[config.mk]
export PLATFORM = sky130hd
export DESIGN_NAME = pv_filter
export DESIGN_NICKNAME = d
export VERILOG_FILES = /design/src/rtl/pid_pkg.sv /design/src/rtl/pv_filter_median3.sv /design/src/rtl/pv_filter.sv
export SDC_FILE = /design/constraint.sdc
export NUM_CORES = 1
export LEC_CHECK = 0
export ABC_CLOCK_PERIOD_IN_PS = 3150
export CAP_MARGIN = 10
export CORE_AREA = 2 2 69 71
export DETAILED_ROUTE_END_ITERATION = 10
export DIE_AREA = 0 0 71 73
export DONT_BUFFER_PORTS = 1
export MAX_ROUTING_LAYER = met4
export PLACE_DENSITY_LB_ADDON = 0.08
export SYNTH_ARGS = -nofsm -noshare
export SYNTH_HDL_FRONTEND = slang
export SYNTH_SLANG_ARGS = --single-unit
[constraint.sdc]
create_clock -name clk -period 3.15 [get_ports clk]
set_clock_uncertainty 0.1 [all_clocks]
set_input_delay 0.63 -clock clk [delete_from_list [all_inputs] [get_ports clk]]
set_output_delay 0.63 -clock clk [all_outputs]
set_load 0.01 [all_outputs]
[src/rtl/pid_pkg.sv]
// -----------------------------------------------------------------------------
// pid_pkg
// Shared constants and types for the PID datapath. It holds the PV sample
// width, the default averaging window of the PV filter and the state type of
// the PV filter.
// No ports (package).
// -----------------------------------------------------------------------------
package pid_pkg;

  localparam int PV_WIDTH           = 4;
  localparam int DEFAULT_DEPTH_LOG2 = 2;

  // EMPTY: the window has no real samples yet, so the next sample primes it.
  // RUN:   the window holds real samples and the moving average is active.
  typedef enum logic {
    EMPTY = 1'b0,
    RUN   = 1'b1
  } filt_state_t;

endpackage

[src/rtl/pv_filter_median3.sv]
// -----------------------------------------------------------------------------
// median3
// Purely combinational median of three unsigned values. The PV filter uses it
// to reject single-sample spikes.
// Ports:
//   a, b, c  in   WIDTH  candidate values
//   med      out  WIDTH  middle value of {a, b, c}
// -----------------------------------------------------------------------------
module median3 #(
  parameter int WIDTH = 4
) (
  input  logic [WIDTH-1:0] a,
  input  logic [WIDTH-1:0] b,
  input  logic [WIDTH-1:0] c,
  output logic [WIDTH-1:0] med
);

  logic [WIDTH-1:0] lo_ab;
  logic [WIDTH-1:0] hi_ab;
  logic [WIDTH-1:0] lo_hc;

  // Formula: median = max(min(a,b), min(max(a,b), c))
  always_comb begin
    lo_ab = (a < b) ? a : b;
    hi_ab = (a < b) ? b : a;
    lo_hc = (hi_ab < c) ? hi_ab : c;
    med   = (lo_ab > lo_hc) ? lo_ab : lo_hc;
  end

endmodule

[src/rtl/pv_filter.sv]
// -----------------------------------------------------------------------------
// pv_filter
// Process-variable conditioning stage. It keeps a moving average over
// 2^DEPTH_LOG2 raw PV samples, using a ring buffer and a running sum. It emits
// the rounded average with a one-cycle valid pulse, which the PID core uses as
// its pv_stb.
// Optional feature: define PV_FILTER_SPIKE_REJECT_EN to put a 3-tap median
// (the new sample plus the last two raw samples) ahead of the averager.
// Ports:
//   clk        in   1      system clock, rising edge
//   reset      in   1      asynchronous reset, active low
//   enable     in   1      low: samples ignored, state held, out_valid = 0
//   flush      in   1      synchronous return to EMPTY
//   in_valid   in   1      strobe: in_pv carries a new sample
//   in_pv      in   WIDTH  raw PV sample, unsigned
//   out_valid  out  1      strobe: out_pv was updated this cycle
//   out_pv     out  WIDTH  filtered PV, unsigned
//   primed     out  1      window holds at least one real sample (state RUN)
// -----------------------------------------------------------------------------
module pv_filter
  import pid_pkg::*;
#(
  parameter int WIDTH      = PV_WIDTH,
  parameter int DEPTH_LOG2 = DEFAULT_DEPTH_LOG2
) (
  input  logic             clk,
  input  logic             reset,
  input  logic             enable,
  input  logic             flush,
  input  logic             in_valid,
  input  logic [WIDTH-1:0] in_pv,
  output logic             out_valid,
  output logic [WIDTH-1:0] out_pv,
  output logic             primed
);

  localparam int DEPTH = 1 << DEPTH_LOG2;
  localparam int SW    = WIDTH + DEPTH_LOG2;
  localparam int PW    = (DEPTH_LOG2 > 0) ? DEPTH_LOG2 : 1;

  // The rounding term is half an LSB of the averaged result. It is zero for
  // a window of one sample.
  localparam logic [SW-1:0] HALF = SW'((1 << DEPTH_LOG2) >> 1);

  // The pointer only moves when there is more than one ring slot.
  localparam logic [PW-1:0] PTR_STEP = (DEPTH_LOG2 == 0) ? '0 : PW'(1);

  filt_state_t      state;
  logic [WIDTH-1:0] ring [DEPTH];
  logic [SW-1:0]    sum;
  logic [PW-1:0]    wr_ptr;

  logic             accept;
  logic             prime;
  logic [WIDTH-1:0] feed;
  logic [SW-1:0]    sum_new;
  logic [SW-1:0]    rounded;

`ifdef PV_FILTER_SPIKE_REJECT_EN
  logic [WIDTH-1:0] h1;
  logic [WIDTH-1:0] h0;
  logic [WIDTH-1:0] med;

  median3 #(.WIDTH(WIDTH)) u_median3 (
    .a   (in_pv),
    .b   (h1),
    .c   (h0),
    .med (med)
  );
`endif

  // A priming sample replaces the whole window. It is the first sample
  // accepted in EMPTY, or a sample that arrives together with flush.
  // The window holds only real samples, so the running sum never exceeds
  // DEPTH*(2^WIDTH-1). The half-LSB rounding term therefore fits in SW bits.
  always_comb begin
    accept = in_valid & enable;
    prime  = accept & (flush | (state == EMPTY));
`ifdef PV_FILTER_SPIKE_REJECT_EN
    feed   = prime ? in_pv : med;
`else
    feed   = in_pv;
`endif
    if (prime) begin
      sum_new = SW'(in_pv) << DEPTH_LOG2;
    end else begin
      sum_new = sum + SW'(feed) - SW'(ring[wr_ptr]);
    end
    rounded = sum_new + HALF;
  end

  // The window state and the registered output are updated in one block.
  // Priority order is reset, then priming (which also covers flush with a
  // sample), then flush alone, then a normal accept.
  always_ff @(posedge clk or negedge reset) begin
    if (!reset) begin
      state     <= EMPTY;
      for (int i = 0; i < DEPTH; i++) ring[i] <= '0;
      sum       <= '0;
      wr_ptr    <= '0;
      out_pv    <= '0;
      out_valid <= 1'b0;
      primed    <= 1'b0;
`ifdef PV_FILTER_SPIKE_REJECT_EN
      h1        <= '0;
      h0        <= '0;
`endif
    end else begin
      out_valid <= 1'b0;
      if (prime) begin
        for (int i = 0; i < DEPTH; i++) ring[i] <= in_pv;
        sum       <= sum_new;
        wr_ptr    <= '0;
        state     <= RUN;
        primed    <= 1'b1;
        out_valid <= 1'b1;
        out_pv    <= WIDTH'(rounded >> DEPTH_LOG2);
`ifdef PV_FILTER_SPIKE_REJECT_EN
        h1        <= in_pv;
        h0        <= in_pv;
`endif
      end else if (flush) begin
        state  <= EMPTY;
        primed <= 1'b0;
      end else if (accept) begin
        ring[wr_ptr] <= feed;
        sum          <= sum_new;
        wr_ptr       <= wr_ptr + PTR_STEP;
        out_valid    <= 1'b1;
        out_pv       <= WIDTH'(rounded >> DEPTH_LOG2);
`ifdef PV_FILTER_SPIKE_REJECT_EN
        h1           <= in_pv;
        h0           <= h1;
`endif
      end
    end
  end

endmodule

After elaboration in Yosys (flattened, before gate mapping) --
Cells that the tools add are included.
Operators by class: eq/ne operators 1, mux-type cells 24, add/subtract/negate cells 4, bitwise operators 5, reduce and logical (&&, ||, !) cells 4, magnitude comparators 2
Operators with widths (number):
- 16-bit two-way mux | 3
- 4-bit two-way mux | 6
- 6-bit two-way mux | 4
- 16-bit bitwise mux | 1
- 4-bit binary-select mux with 2-bit select | 1
- 4-bit demux with 2-bit select | 1
- 6-bit by 2-bit adder with 6-bit output (second input constant) | 1
- 6-bit by 4-bit adder with 6-bit output | 1
- 2-bit two-way mux | 3
- 6-bit by 4-bit subtractor with 6-bit output | 1
- 1-bit two-way mux | 5
- 2-bit nonzero test | 2
- 3-bit >= comparator (second input constant) | 1
- 3-bit by 1-bit < comparator with 1-bit output (second input constant) | 1
- 2-bit inverter with 3-bit output | 1
- 2-bit by 1-bit adder with 2-bit output (second input constant) | 1
- 1-bit bitwise AND | 2
- 2-bit by 1-bit inequality test with 1-bit output (second input constant) | 1
- 2-bit AND reduction | 1
- 1-bit logical AND | 1
- 1-bit inverter | 1
- 1-bit bitwise OR | 1
Word-level totals: logic and storage cells 49, input port bits 9, flip-flop bits (word level) 30

Longest topological paths before layout --
Gate-level depths: netlist (run 1).
word-level depth 10, depth in mapped cells 12, gate-level depth less buffers 11

Worst setup path after synthesis (run 1) --
Ideal clock, no wire load.
path kind reg2reg, from register wr_ptr[0], to register out_pv[3], data arrival time 3.195 ns, data required time 2.973 ns, clock period less this slack 3.372 ns, path slack -0.222 ns, buffers on the path 1, cell stages (with the launch flop) 12, cell sequence dfrtp_1 clkbuf_1 mux4_2 fa_1 inv_1 fa_1 and3_1 o21a_1 o31ai_4 o2111ai_1 xor2_1 o21ai_1
Between the ends: word-level cells in the longest chain between the ends 10
RTL lines:
- start, declared | RTL line pv_filter.sv:51 | logic [PW-1:0] wr_ptr;
- start signal, assigned | RTL line pv_filter.sv:128 | wr_ptr <= wr_ptr + PTR_STEP;
- 2-bit inverter with 3-bit output (not written as such) * | RTL line pv_filter.sv:87 | sum_new = sum + SW'(feed) - SW'(ring[wr_ptr]);
- 4-bit binary-select mux with 2-bit select * | RTL line pv_filter.sv:87
- 4-bit two-way mux (not written as such) * (2 in series) | RTL line pv_filter.sv:87
- 6-bit by 4-bit subtractor with 6-bit output * | RTL line pv_filter.sv:87
- 6-bit two-way mux * | RTL line pv_filter.sv:84 | if (prime) begin
- 6-bit by 2-bit adder with 6-bit output * | RTL line pv_filter.sv:89 | rounded = sum_new + HALF;
- 4-bit two-way mux | RTL line pv_filter.sv:125 | end else if (accept) begin
- 4-bit two-way mux | RTL line pv_filter.sv:122 | end else if (flush) begin
- 4-bit two-way mux * | RTL line pv_filter.sv:110 | if (prime) begin
- end signal, assigned | RTL line pv_filter.sv:117 | out_pv <= WIDTH'(rounded >> DEPTH_LOG2);
- end signal, assigned | RTL line pv_filter.sv:130 | out_pv <= WIDTH'(rounded >> DEPTH_LOG2);
- end, declared | RTL line pv_filter.sv:33 | output logic [WIDTH-1:0] out_pv,
Every way passes the cells marked *; elsewhere a longest branch is shown, timed or not. The select of a mux whose other input is x is not followed. A chain may end at the register's enable or synchronous reset.

Worst setup path in the final report (run 1) --
Same ends and word-level chain as after synthesis.

==> run_summary.xml, run 1 <==
<?xml version="1.0" encoding="UTF-8"?>
<metrics>
  <group name="status">
    <metric name="status" unit="">finished clean</metric>
  </group>
  <group name="clocking">
    <metric name="cts_tree" unit="">built</metric>
    <metric name="clock_tree.root_cell" unit="">clkbuf_8</metric>
    <metric name="htree_levels" unit="">2</metric>
    <metric name="tritoncts.num_buffers" unit="">5</metric>
    <metric name="clk_transition_reported_paths" unit="ns">0.07</metric>
    <metric name="clock_tree.buffer_depth" unit="">2</metric>
    <metric name="clk_latency" unit="ns">0.28</metric>
    <metric name="clk_sinks" unit="">30</metric>
  </group>
  <group name="cells_and_area">
    <metric name="multi_input_area" unit="sq um">942.2</metric>
    <metric name="finish.cell_count_without_fillers" unit="">226</metric>
    <metric name="diodes" unit="">0</metric>
    <metric name="finalInstanceArea" unit="sq um">2019</metric>
    <metric name="layout.cells.most_common" unit="">dfrtp_1</metric>
    <metric name="design.final.nets" unit="">195</metric>
    <metric name="most_used_cells_in_the_layout_excluding_fill_and_tap_cells" unit="">29 x dfrtp_1, 17 x inv_1, 15 x nand2_1</metric>
    <metric name="regArea" unit="sq um">752.0</metric>
    <metric name="area.growth.synth_to_final" unit="%">16.96</metric>
    <metric name="num-fill-cells" unit="">431</metric>
    <metric name="drive_gt1_share" unit="%">30.23</metric>
  </group>
  <group name="power_and_ir_drop">
    <metric name="share_seq_of_total_power" unit="%">29.1</metric>
    <metric name="power.combinational.fraction" unit="%">53.8</metric>
    <metric name="irDropWorstVdd" unit="V">0.0002625</metric>
    <metric name="power.clock.fraction" unit="%">17.1</metric>
    <metric name="p_int" unit="mW">1.181</metric>
    <metric name="power_density_relative_to_cell_area" unit="nW/um^2">928.3</metric>
    <metric name="power.share.switching" unit="%">36.98</metric>
    <metric name="power.leakage" unit="nW">0.9186</metric>
    <metric name="net-switching-power" unit="uW">693.3</metric>
  </group>
  <group name="floorplanning">
    <metric name="num_io_pins" unit="">15</metric>
    <metric name="placeableCoreArea" unit="sq um">4536</metric>
    <metric name="chipWidth" unit="microns">71</metric>
    <metric name="fp-row-count" unit="">25</metric>
    <metric name="die_height" unit="microns">73</metric>
    <metric name="die_area" unit="sq um">5183</metric>
    <metric name="floorplan.initialDensity" unit="%">38.07</metric>
  </group>
  <group name="drt">
    <metric name="wl_per_cell" unit="microns">14.92</metric>
    <metric name="detail_route.wirelength" unit="microns">3373</metric>
    <metric name="first_pass_iters" unit="">4</metric>
    <metric name="vias_per_cell" unit="">5.137</metric>
    <metric name="detail_route.iter0.violations" unit="">37</metric>
    <metric name="drc" unit="">0</metric>
    <metric name="detailroute.via_count" unit="">1161</metric>
    <metric name="detail-route-antenna-nets" unit="">0</metric>
  </group>
  <group name="setup_path">
    <metric name="critPathLaunchType" unit="">register</metric>
    <metric name="reg2regPathDepth" unit="">11</metric>
    <metric name="worstPathRequired" unit="ns">3.26</metric>
    <metric name="worstPathArrival" unit="ns">3.20</metric>
    <metric name="path_max_fanout" unit="">5</metric>
    <metric name="critPathCaptureType" unit="">register</metric>
    <metric name="timing.setup.critical_path_class" unit="">register to register</metric>
  </group>
  <group name="timing">
    <metric name="fin_hold_ws" unit="ns">0.06225</metric>
    <metric name="slew_headroom" unit="%">72.67</metric>
    <metric name="rsz0062_at_grt" unit="">yes</metric>
    <metric name="fmax" unit="MHz">323.2</metric>
    <metric name="post_route_setup_tns" unit="ns">0</metric>
    <metric name="max_slew.worst_pin.slew" unit="ns">0.4085</metric>
    <metric name="post-route-min-period" unit="ns">3.094</metric>
    <metric name="timing.final.hold_violations" unit="">0</metric>
    <metric name="final_min_period_over_clock_period" unit="%">98.23</metric>
    <metric name="report.final.slew_viol_count" unit="">0</metric>
    <metric name="report.final.setup_viol" unit="">0</metric>
  </group>
  <group name="global_routing">
    <metric name="grt_start_max_net_pins" unit="">31</metric>
    <metric name="grt_pass1_vias" unit="">1183</metric>
    <metric name="grtUsageTotal" unit="%">15.53</metric>
    <metric name="grt-ovfl-total" unit="">0</metric>
    <metric name="antenna_found_initial" unit="">0</metric>
    <metric name="grt_pass1_wl" unit="microns">5844</metric>
  </group>
  <group name="flow_run">
    <metric name="max_cap_violations" unit="">0</metric>
  </group>
  <group name="logic_synthesis">
    <metric name="share_of_the_yosys_chip_area_belonging_to_registers" unit="%">43.48</metric>
    <metric name="yosys_warnings" unit="">0</metric>
    <metric name="post-synth-top-area-cell" unit="">dfrtp_1</metric>
    <metric name="ys_ff_latch" unit="">30</metric>
    <metric name="synth_fp_nets" unit="">181</metric>
    <metric name="synth.top_cells.by_area" unit="">dfrtp_1 43%, mux2_2 9.1%, ha_1 8.0%</metric>
    <metric name="netlist-cell-type-count" unit="">33</metric>
    <metric name="synthDominantCellAreaShare" unit="%">43.48</metric>
    <metric name="synthesis.instances" unit="">157</metric>
    <metric name="syn-cell-area" unit="sq um">1727</metric>
    <metric name="syn_area_cell" unit="sq um">11.00</metric>
  </group>
  <group name="placement">
    <metric name="globalplace.congestion" unit="">0.8399</metric>
    <metric name="buffer_ports.inserted" unit="">0</metric>
    <metric name="hpwl" unit="microns">2550</metric>
    <metric name="placement.cell_area" unit="sq um">1874</metric>
    <metric name="dpl.cell_count" unit="">216</metric>
  </group>
  <group name="worst_hold_path">
    <metric name="holdCritPathClass" unit="">input pin to asynchronous set/reset pin</metric>
  </group>
</metrics>
[registers in the layout (all words and copies together), names as in the netlist]
| name | cells |
|---|---|
| out_valid | 1 |
| ring | 16 |
| sum | 6 |
| state | 1 |
| wr_ptr | 2 |
| out_pv | 4 |
[power groups by stage]
stage	Combinational [mW]	Clock (mW)	Sequential (mW)
after floorplan	0.676	0	0.535
after global placement	0.898	0	0.554
after detailed placement	0.914	0	0.556
after CTS	0.942	0.333	0.549
after global routing	1.12	0.351	0.560
final	1.01	0.321	0.546
[path summary, 6_finish.rpt]
path / startpoint / endpoint / slack (ns)
min: reset / out_pv[2] / 0.06
min in group clk: in_pv[3] / ring[11] / 0.38
max in group asynchronous: reset / wr_ptr[0] / 2.70
max reg2reg: wr_ptr[0] / out_pv[3] / 0.06
min reg2reg: ring[3] / ring[3] / 0.39
max: wr_ptr[0] / out_pv[3] / 0.06
[logic make-up (layout without fill, tap and decap cells)]
group	count (synthesis)	after routing	share of synthesized area, %
XOR/XNOR	5	5	2.537
multiplexers	23	23	17.54
AO/OA/AOI/OAI	24	24	9.276
buffers and inverters	23	38	5.072
flip-flops	30	30	43.48
adder cells (fa/ha/maj)	15	15	12.61
AND/OR/NAND/NOR	37	37	9.493
[per-layer routing]
layer	wire [microns]	up-vias	GRT usage, %	part of all wire [%]
met1	1495	568	18.42	44
met3	131	6	4.834	3.9
li1	-	567	-	-
met2	1681	20	24.71	50
met5	0	-	-	0
met4	65	0	6.289	1.9
[metrics by stage]
stage | utilization, % | power (mW) | worst slack (ns)
2_1_floorplan | - | 1.211 | 0.0003082
3_3_place_gp | 41.32 | 1.451 | -0.04385
3_5_place_dp | 41.32 | 1.469 | -0.1014
4_1_cts | 43.89 | 1.824 | 0.03205
5_1_grt | 44.52 | 2.031 | -0.06264
6_report | 44.52 | 1.875 | 0.05574
[cell type report]
class                   count  area share, %
clock inverters             1         0.2478
clock buffers               7          4.275
inverters                  19          3.532
flip-flops and latches     30          37.24
well taps                  54          3.346
repair buffers             11          4.709
multi-input cells         104          46.65
[repair_timing]
action / in CTS / in global routing
hold buffers: 1 / 0
pin swaps: 1 / 2
hold endpoints to repair: 30 / 0
resized for setup: 2 / 6
buffers inserted: 0 / 1
setup endpoints to repair: 3 / 4
[critical path, stage by stage (launching register included)]
cell and delay [ns]:
dfrtp_2 0.43, mux4_2 0.52, fa_1 0.49, inv_1 0.04, ha_1 0.38, and3_4 0.22
nor3_1 0.04, buf_4 0.14, o31ai_4 0.26, o2111ai_2 0.14, xor2_1 0.16, o21ai_1 0.11
[cell usage after synthesis]
| cell | instances |
|---|---|
| a21boi_0 | 1 |
| a21o_1 | 3 |
| a21oi_1 | 6 |
| a32o_1 | 1 |
| and2_1 | 2 |
| and3_1 | 1 |
| buf_2 | 1 |
| clkbuf_1 | 3 |
| dfrtp_1 | 30 |
| fa_1 | 4 |
| ha_1 | 11 |
| inv_1 | 18 |
| inv_2 | 1 |
| mux2_1 | 4 |
| mux2_2 | 14 |
| mux2i_1 | 1 |
| mux4_2 | 4 |
| nand2_1 | 15 |
| nand2_2 | 1 |
| nand2b_1 | 1 |
| nand3_1 | 3 |
| nand4_1 | 1 |
| nor2_1 | 10 |
| nor3_1 | 2 |
| nor3b_1 | 1 |
| o2111ai_1 | 1 |
| o211ai_1 | 1 |
| o21a_1 | 1 |
| o21ai_0 | 4 |
| o21ai_1 | 5 |
| o31ai_4 | 1 |
| xnor2_1 | 2 |
| xor2_1 | 3 |
No activity file was read; power rests on OpenSTA's default activity.
==> inputs of run 2 (changes only) <==
==> constraint.sdc (replaced) <==
create_clock -name clk -period 3.15 [get_ports clk]
set_clock_uncertainty 0.1 [all_clocks]
set_input_delay 0.7875 -clock clk [delete_from_list [all_inputs] [get_ports clk]]
set_output_delay 0.7875 -clock clk [all_outputs]
set_load 0.01 [all_outputs]
==> run_summary.xml, run 2 (same netlist as run 1, synthesis figures left out) <==
<?xml version="1.0" encoding="UTF-8"?>
<metrics>
  <group name="clocking">
    <metric name="clock_tree.buffer_depth" unit="">2</metric>
    <metric name="clock_tree.root_cell" unit="">clkbuf_8</metric>
    <metric name="clk_transition_reported_paths" unit="ns">0.07</metric>
    <metric name="cts_tree" unit="">built</metric>
    <metric name="htree_levels" unit="">2</metric>
    <metric name="cts_hold_repair.buffers" unit="">0</metric>
    <metric name="clk_latency" unit="ns">0.28</metric>
    <metric name="tritoncts.num_buffers" unit="">5</metric>
    <metric name="clk_sinks" unit="">30</metric>
  </group>
  <group name="timing">
    <metric name="report.final.slew_viol_count" unit="">0</metric>
    <metric name="timing.final.hold_violations" unit="">0</metric>
    <metric name="fmax" unit="MHz">323.2</metric>
    <metric name="post-route-worst-setup-slack" unit="ns">0.05557</metric>
    <metric name="post-route-min-period" unit="ns">3.094</metric>
    <metric name="slew_headroom" unit="%">72.51</metric>
    <metric name="max_slew.worst_pin.slew" unit="ns">0.4109</metric>
    <metric name="rsz0062_at_grt" unit="">yes</metric>
    <metric name="fin_hold_ws" unit="ns">0.09419</metric>
    <metric name="final_min_period_over_clock_period" unit="%">98.24</metric>
    <metric name="report.final.setup_viol" unit="">0</metric>
  </group>
  <group name="power_and_ir_drop">
    <metric name="net-switching-power" unit="uW">686.3</metric>
    <metric name="power.clock.fraction" unit="%">17.2</metric>
    <metric name="power_density_relative_to_cell_area" unit="nW/um^2">932.8</metric>
    <metric name="share_seq_of_total_power" unit="%">29.3</metric>
    <metric name="total_power_draw" unit="mW">1.865</metric>
    <metric name="power.combinational.fraction" unit="%">53.5</metric>
    <metric name="p_int" unit="mW">1.179</metric>
    <metric name="irDropWorstVdd" unit="V">0.0002625</metric>
    <metric name="power.share.switching" unit="%">36.80</metric>
    <metric name="power.leakage" unit="nW">0.9092</metric>
  </group>
  <group name="global_routing">
    <metric name="grt_pass1_wl" unit="microns">5802</metric>
    <metric name="grt_pass1_vias" unit="">1181</metric>
    <metric name="grtUsageTotal" unit="%">15.44</metric>
    <metric name="antenna_found_initial" unit="">0</metric>
    <metric name="grt-ovfl-total" unit="">0</metric>
    <metric name="grt_start_max_net_pins" unit="">31</metric>
  </group>
  <group name="cells_and_area">
    <metric name="largest_registers" unit="">ring x16, sum x6, out_pv x4</metric>
    <metric name="layout.cells.most_common" unit="">dfrtp_1</metric>
    <metric name="largest_register" unit="">ring</metric>
    <metric name="area.growth.synth_to_final" unit="%">15.80</metric>
    <metric name="largest_reg_flops" unit="">16</metric>
    <metric name="drive_gt1_share" unit="%">29.82</metric>
    <metric name="finalInstanceArea" unit="sq um">1999</metric>
    <metric name="design.final.nets" unit="">194</metric>
    <metric name="diodes" unit="">0</metric>
    <metric name="most_used_cells_in_the_layout_excluding_fill_and_tap_cells" unit="">29 x dfrtp_1, 17 x inv_1, 15 x nand2_1</metric>
  </group>
  <group name="setup_path">
    <metric name="crit_path_top_delay_cell" unit="">mux4_2</metric>
    <metric name="crit_path_start" unit="">wr_ptr[0]</metric>
    <metric name="reg2reg_from" unit="">wr_ptr[0]</metric>
    <metric name="worst-path-stages" unit="">11</metric>
    <metric name="timing.reg2reg.setup_slack" unit="ns">0.06</metric>
    <metric name="cpPeakStageDelay" unit="ns">0.52</metric>
    <metric name="cpLargestDelayFamily" unit="">adder cells</metric>
    <metric name="worstPathRequired" unit="ns">3.26</metric>
    <metric name="reg2regPathDepth" unit="">11</metric>
    <metric name="worstPathArrival" unit="ns">3.20</metric>
    <metric name="path_max_fanout" unit="">5</metric>
    <metric name="critPathLaunchType" unit="">register</metric>
    <metric name="critPathBufInv" unit="">2</metric>
    <metric name="ordered_cell_list_for_the_critical_path" unit="">mux4_2, fa_1, inv_1, ha_1, and3_4, nor3_1, buf_4, o31ai_4, o2111ai_2, xor2_1, o21ai_1</metric>
    <metric name="timing.setup.critical_path_class" unit="">register to register</metric>
    <metric name="worstReg2RegEnd" unit="">out_pv[3]</metric>
    <metric name="critPathCaptureType" unit="">register</metric>
    <metric name="worst_setup_path_endpoint" unit="">out_pv[3]</metric>
  </group>
  <group name="drt">
    <metric name="detail_route.iter0.violations" unit="">28</metric>
    <metric name="first_pass_iters" unit="">4</metric>
    <metric name="drc" unit="">0</metric>
    <metric name="detail_route.wirelength" unit="microns">3355</metric>
    <metric name="detailroute.via_count" unit="">1155</metric>
    <metric name="vias_per_cell" unit="">5.133</metric>
    <metric name="detail-route-antenna-nets" unit="">0</metric>
    <metric name="wl_per_cell" unit="microns">14.91</metric>
  </group>
  <group name="worst_hold_path">
    <metric name="holdCritPathClass" unit="">input pin to asynchronous set/reset pin</metric>
  </group>
  <group name="floorplanning">
    <metric name="num_io_pins" unit="">15</metric>
    <metric name="die_height" unit="microns">73</metric>
    <metric name="placeableCoreArea" unit="sq um">4536</metric>
    <metric name="die_area" unit="sq um">5183</metric>
    <metric name="floorplan.initialDensity" unit="%">38.07</metric>
    <metric name="chipWidth" unit="microns">71</metric>
    <metric name="fp-row-count" unit="">25</metric>
  </group>
  <group name="flow_run">
    <metric name="max_cap_violations" unit="">0</metric>
  </group>
  <group name="placement">
    <metric name="globalplace.congestion" unit="">0.8399</metric>
    <metric name="place_worst_setup_slack" unit="ns">-0.1014</metric>
    <metric name="placement.cell_area" unit="sq um">1874</metric>
    <metric name="hpwl" unit="microns">2550</metric>
    <metric name="buffer_ports.inserted" unit="">0</metric>
  </group>
  <group name="status">
    <metric name="status" unit="">finished clean</metric>
  </group>
</metrics>
[run 2: final cells by class]
type                       instances  area, sq um
timing repair buffer              10        75.07
clock buffer                       7        86.33
fill                             431         2536
inverter                          19        71.32
sequential                        30        752.0
tap                               54        67.56
clock inverter                     1        5.005
multi-input combinational        104        942.2
[run 2: routing by layer]
metal  up-vias  part of all wire (%)  track usage, %  routed length [microns]
li1        564                     -               -                        -
met1       565                    45           18.25                     1497
met2        20                    50           24.51                     1661
met3         6                   3.9           4.972                      131
met4         0                   1.9           6.289                       65
met5         -                     0               -                        0
[run 2: what timing repair did]
item,4_1_cts,5_1_grt
setup buffers,0,1
pin swaps,1,2
resized for setup,2,6
endpoints found under the setup margin,3,4
[run 2: worst min-delay path by stage]
stage | from | to | slack (ns)
2_1_floorplan | ring[2] | ring[2] | 0.35
4_1_cts | reset | out_pv[2] | 0.08
3_3_place_gp | ring[10] | ring[10] | 0.36
5_1_grt | reset | out_pv[2] | 0.08
6_report | reset | out_pv[2] | 0.09
3_5_place_dp | ring[10] | ring[10] | 0.37
[run 2: per-stage QoR]
step | utilization, % | instances | setup TNS, ns
after floorplan | - | 157 | 0
final | 44.08 | 225 | 0
after global routing | 44.08 | 225 | -0.06264
after CTS | 43.45 | 224 | 0
after global placement | 41.32 | 216 | -0.06820
after detailed placement | 41.32 | 216 | -0.2536
[run 2: power groups by stage]
stage	combinational (mW)	sequential (mW)	clock, mW
6_report	0.998	0.546	0.321
5_1_grt	1.11	0.560	0.351
4_1_cts	0.932	0.549	0.333
3_5_place_dp	0.914	0.556	0
3_3_place_gp	0.898	0.554	0
2_1_floorplan	0.676	0.535	0
